[src/rtl/instr_exec_unit.sv]
// Execution stage: takes one instruction word plus its register tag, runs it
// through a single-cycle ALU/multiplier or a 32-step restoring divider, and
// hands {opcode, tag, result} downstream over a valid/ready handshake.
module instr_exec_unit #(
    parameter int OP_W  = 32,
    parameter int RES_W = 64,
    parameter int TAG_W = 5,
    parameter int CNT_W = 16
) (
    input  logic                    clk,
    input  logic                    reset_n,
    input  logic                    in_valid,
    output logic                    in_ready,
    input  logic [2:0]              in_opc,
    input  logic signed [OP_W-1:0]  in_op_a,
    input  logic signed [OP_W-1:0]  in_op_b,
    input  logic [TAG_W-1:0]        in_tag,
    output logic                    out_valid,
    input  logic                    out_ready,
    output logic [2:0]              out_opc,
    output logic [TAG_W-1:0]        out_tag,
    output logic signed [RES_W-1:0] out_result,
    output logic                    busy,
    output logic [CNT_W-1:0]        ops_done
);

    localparam logic [2:0] OPC_ZERO  = 3'd0;
    localparam logic [2:0] OPC_PASSA = 3'd1;
    localparam logic [2:0] OPC_PASSB = 3'd2;
    localparam logic [2:0] OPC_ADD   = 3'd3;
    localparam logic [2:0] OPC_SUB   = 3'd4;
    localparam logic [2:0] OPC_MULT  = 3'd5;
    localparam logic [2:0] OPC_DIV   = 3'd6;
    localparam logic [2:0] OPC_MOD   = 3'd7;

    localparam logic [5:0] LAST_STEP = 6'(OP_W - 1);

    typedef enum logic [1:0] {
        IDLE = 2'd0,
        CALC = 2'd1,
        DONE = 2'd2
    } state_t;

    state_t state, state_nxt;

    // Magnitude of a two's-complement operand; -2^(OP_W-1) maps to
    // 2^(OP_W-1), which still fits an unsigned OP_W-bit value.
    function automatic logic [OP_W-1:0] abs_mag(input logic signed [OP_W-1:0] v);
        logic [OP_W-1:0] u;
        u = v;
        return v[OP_W-1] ? (~u + OP_W'(1)) : u;
    endfunction

    // Zero-extend an unsigned magnitude to RES_W and optionally negate it.
    function automatic logic signed [RES_W-1:0] apply_sign(input logic [OP_W-1:0] mag,
                                                            input logic neg);
        logic signed [RES_W-1:0] ext;
        ext = {{(RES_W-OP_W){1'b0}}, mag};
        return neg ? -ext : ext;
    endfunction

    logic                    accept;
    logic                    is_divmod;
    logic                    div_by_zero;
    logic signed [RES_W-1:0] a_ext;
    logic signed [RES_W-1:0] b_ext;
    logic signed [RES_W-1:0] single_res;

    // Divider state: quo shifts the dividend out while quotient bits shift in.
    logic [OP_W-1:0]         quo;
    logic [OP_W-1:0]         rem;
    logic [OP_W-1:0]         dvs;
    logic [5:0]              step;
    logic                    neg_q;
    logic                    neg_r;

    logic [OP_W:0]           rem_sh;
    logic                    sub_ok;
    logic [OP_W-1:0]         rem_nxt;
    logic [OP_W-1:0]         quo_nxt;
    logic signed [RES_W-1:0] div_res;

    assign in_ready    = (state == IDLE);
    assign out_valid   = (state == DONE);
    assign busy        = (state == CALC);
    assign accept      = in_valid && in_ready;
    assign is_divmod   = (in_opc == OPC_DIV) || (in_opc == OPC_MOD);
    assign div_by_zero = (in_op_b == '0);

    // Single-cycle result computed straight from the input bus at accept.
    always_comb begin
        a_ext      = {{(RES_W-OP_W){in_op_a[OP_W-1]}}, in_op_a};
        b_ext      = {{(RES_W-OP_W){in_op_b[OP_W-1]}}, in_op_b};
        single_res = '0;
        case (in_opc)
            OPC_ZERO:  single_res = '0;
            OPC_PASSA: single_res = a_ext;
            OPC_PASSB: single_res = b_ext;
            OPC_ADD:   single_res = a_ext + b_ext;
            OPC_SUB:   single_res = a_ext - b_ext;
            OPC_MULT:  single_res = a_ext * b_ext;
            default:   single_res = '0;
        endcase
    end

    // One restoring-division step plus the sign fix-up of its outcome.
    always_comb begin
        rem_sh  = {rem, quo[OP_W-1]};
        sub_ok  = (rem_sh >= {1'b0, dvs});
        rem_nxt = sub_ok ? OP_W'(rem_sh - {1'b0, dvs}) : rem_sh[OP_W-1:0];
        quo_nxt = {quo[OP_W-2:0], sub_ok};
        div_res = (out_opc == OPC_MOD) ? apply_sign(rem_nxt, neg_r)
                                       : apply_sign(quo_nxt, neg_q);
    end

    // State register.
    always_ff @(posedge clk or negedge reset_n) begin
        if (!reset_n) begin
            state <= IDLE;
        end else begin
            state <= state_nxt;
        end
    end

    // Next-state logic: divides with a nonzero divisor detour through CALC.
    always_comb begin
        state_nxt = state;
        case (state)
            IDLE: begin
                if (in_valid) begin
                    state_nxt = (is_divmod && !div_by_zero) ? CALC : DONE;
                end
            end
            CALC: begin
                if (step == LAST_STEP) begin
                    state_nxt = DONE;
                end
            end
            DONE: begin
                if (out_ready) begin
                    state_nxt = IDLE;
                end
            end
            default: state_nxt = IDLE;
        endcase
    end

    // Capture the instruction on accept and iterate the divider in CALC.
    always_ff @(posedge clk or negedge reset_n) begin
        if (!reset_n) begin
            out_opc    <= '0;
            out_tag    <= '0;
            out_result <= '0;
            quo        <= '0;
            rem        <= '0;
            dvs        <= '0;
            step       <= '0;
            neg_q      <= 1'b0;
            neg_r      <= 1'b0;
        end else if (accept) begin
            out_opc    <= in_opc;
            out_tag    <= in_tag;
            out_result <= single_res;
            quo        <= abs_mag(in_op_a);
            rem        <= '0;
            dvs        <= abs_mag(in_op_b);
            step       <= '0;
            neg_q      <= in_op_a[OP_W-1] ^ in_op_b[OP_W-1];
            neg_r      <= in_op_a[OP_W-1];
        end else if (state == CALC) begin
            quo  <= quo_nxt;
            rem  <= rem_nxt;
            step <= step + 6'd1;
            if (step == LAST_STEP) begin
                out_result <= div_res;
            end
        end
    end

    // Count completed handoffs; wraps naturally.
    always_ff @(posedge clk or negedge reset_n) begin
        if (!reset_n) begin
            ops_done <= '0;
        end else if (out_valid && out_ready) begin
            ops_done <= ops_done + CNT_W'(1);
        end
    end

endmodule

[config.mk]
export PLATFORM = sky130hd
export DESIGN_NAME = instr_exec_unit
export DESIGN_NICKNAME = d
export VERILOG_FILES = /design/src/rtl/instr_exec_unit.sv
export SDC_FILE = /design/constraint.sdc
export NUM_CORES = 2
export LEC_CHECK = 0
export CAP_MARGIN = 20
export CORE_MARGIN = 8
export CORE_UTILIZATION = 35
export CTS_CLUSTER_DIAMETER = 100
export DETAILED_ROUTE_END_ITERATION = 12
export PLACE_DENSITY = 0.59
export SLEW_MARGIN = 10
export SYNTH_ARGS = -nofsm -noshare
export SYNTH_HDL_FRONTEND = slang
export SYNTH_SLANG_ARGS = --single-unit
export TNS_END_PERCENT = 1
[constraint.sdc]
create_clock -name clk -period 6.42 [get_ports clk]
set_input_delay 1.284 -clock clk [delete_from_list [all_inputs] [get_ports clk]]
set_output_delay 1.284 -clock clk [all_outputs]
set_load 0.005 [all_outputs]
==> flow_summary.json <==
{
  "status": "complete, but fails checks",
  "failed_checks": "negative setup slack",
  "start_util": 0.3531,
  "synth.most_common_cell": "fa_1",
  "synth_top_area_frac": 0.4045,
  "synth.area.top_cells": "fa_1 40%, dfrtp_1 9.0%, inv_1 7.5%, ha_1 6.8%, nand2_1 5.2%",
  "core-area_mm2": 0.1521,
  "critPathKind": "input port to register",
  "path_clk_slew_ps": 80,
  "clkLatencyLatePin_ps": 470,
  "num-nets-final": 8152,
  "synth_edf_count": 0,
  "rows": 143,
  "syn_inst": 6169,
  "ios": 167,
  "dr.pass1.iters": 6,
  "ys_types": 96,
  "hold_path.class": "register to register",
  "crit_top_cell": "fa_1",
  "period_needed_ps": 8462,
  "ys_warn_count": 0,
  "slowest_stage": "fa_2",
  "place_congestion": 0.9362,
  "dieArea_mm2": 0.1662,
  "tritoncts": "done",
  "dieHeight_um": 407.7,
  "grt_max_degree": 107,
  "syn_to_final_growth_pct": 20.46,
  "synth_commonest_cells": "1,085 x fa_1, 1,077 x inv_1, 747 x nand2_1",
  "synth_top_area_cell": "fa_1",
  "routed_wl_um": 204200,
  "ys_seq_area_frac": 0.09041,
  "ant_nets": 0,
  "synth_fp_nets": 7620,
  "stdcell_count": 8751,
  "die_w_um": 407.7,
  "cap_violations": 0,
  "post-route-drc-count": 0,
  "slew_headroom": 0.2843,
  "cts_max_path_buffers": 2,
  "holdBufCountCts": 0,
  "fin_crit_sh": 1.318,
  "drt_iter0_drc": 3994,
  "crit_fanout": 9,
  "hold_viol": 0,
  "arrival_ps": 8820,
  "wl_per_cell_um": 23.33,
  "grt_pass1_wl_um": 313200,
  "synth_ff_type": "dfrtp_1",
  "track_usage": 0.2433,
  "num_vias": 46600,
  "synth_area_mm2": 0.05369,
  "grt_pass1_vias": 49050,
  "clock-sinks": 194,
  "max_stage_delay_ps": 610,
  "ys_seq_elements": 194,
  "io_buffer_count": 166,
  "gr-total-overflow": 0,
  "rsz0062_at_grt": "true",
  "setup_viol": 56,
  "crit_path_end_kind": "register",
  "drv_slew": 0,
  "dp.cells": 8634,
  "h-tree-depth": 4,
  "cp.required_ps": 6780,
  "drive_above_1_share": 0.1609,
  "antenna_found_initial": 14,
  "cts_buffers": 17,
  "timing.fmax_mhz": 118.2,
  "via_per_inst": 5.325,
  "tightest_slew_ps": 1070,
  "postSynthAreaPerCell_um2": 8.704,
  "hpwlAfterDp_um": 165900,
  "postSynth.asyncResetShare": 1.000,
  "cp-start-kind": "input port",
  "root_buffer": "clkbuf_16",
  "fin_skew_ps": 18.95,
  "dp_slack_ps": -3502,
  "timing.final.ws_setup_ps": -2042
}
==> cells in the final DEF (no fill, tap or decap), types with 66 or more instances in the layout <==
master,n
and2_1,437
ha_1,266
clkdlybuf4s50_1,106
a21oi_1,184
fa_1,1042
xor2_1,66
xnor2_1,132
o21ai_0,223
inv_1,1055
buf_4,614
nor2_1,318
nand3_1,92
nand2_1,736
dfrtp_1,194
==> routing by layer <==
metal  GRT usage  routed length (um)  vias up  share of wire
met5           0                   0        -              0
met4     0.07586                7285        0          0.036
met1      0.3364               87530    24020           0.43
met3     0.03980               15470      341          0.076
li1            -                   -    20440              -
met2      0.3914               93890     1806           0.46
==> logic make-up (layout without fill, tap and decap cells) <==
logic type,after synthesis,after routing,synth area share
xor+xnor,207,207,0.03377
mux,64,64,0.01235
buf+inv,1463,2007,0.1030
flops,194,194,0.09041
compound gates,956,956,0.1175
other cells,0,8,0
simple gates,1910,1910,0.1708
fa+ha+maj,1375,1375,0.4721
==> flip-flops by register name (all words and copies together), names as in the netlist <==
name / count
neg_r: 1
step: 6
out_opc: 3
quo: 32
ops_done: 16
dvs: 32
out_result: 64
rem: 32
state: 2
neg_q: 1
out_tag: 5
==> stage by stage <==
step           utilization  hold WS (ps)  instance area, um2  setup TNS, ps
2_1_floorplan            -         437.1               53850         -83560
3_3_place_gp        0.4068         459.7               61860        -151870
3_5_place_dp        0.4068         465.9               61860        -152670
4_1_cts             0.4236         480.8               64430         -83230
5_1_grt             0.4252         492.8               64670         -98870
6_report            0.4253         477.6               64680         -86370
==> layout make-up <==
cell class              count  area [um2]
fillers                 15060       87410
flip-flops and latches    194        4855
multi-input cells        4512       44330
diodes                      8       20.02
well taps                2030        2540
clock inverters            11       120.1
repair buffers            893        8285
inverters                1083        4086
clock buffers              20       446.7
==> worst max-delay path, delay by kind of cell <==
kind | cells | cell delay, ps
adders and majority gates | 9 | 4380
xor gates and xnor gates | 1 | 130
and+or+nand+nor | 4 | 450
AOI/OAI and AO/OA | 6 | 1350
buffers and inverters | 9 | 1210
==> timing repair <==
item | CTS | global route
setup endpoints to repair | 56 | 56
gates cloned | 13 | 0
pin swaps | 146 | 40
resized for setup | 399 | 48
setup buffers | 59 | 6
==> path summary, 6_finish.rpt <==
kind                       startpoint              to  slack, ps  depth (start not counted)
max reg2reg                   dvs[15]  out_result[56]        330                         19
min in group asynchronous     reset_n  out_result[12]        890                          1
max in group asynchronous     reset_n  out_result[30]       4410                          2
min                           step[5]         step[5]        480                          1
min reg2reg                   step[5]         step[5]        480                          1
max                        in_op_b[3]  out_result[59]      -2040                         29
Power is not shown: default switching activity piles up to over one toggle a cycle in this logic, so the estimate is an artifact.
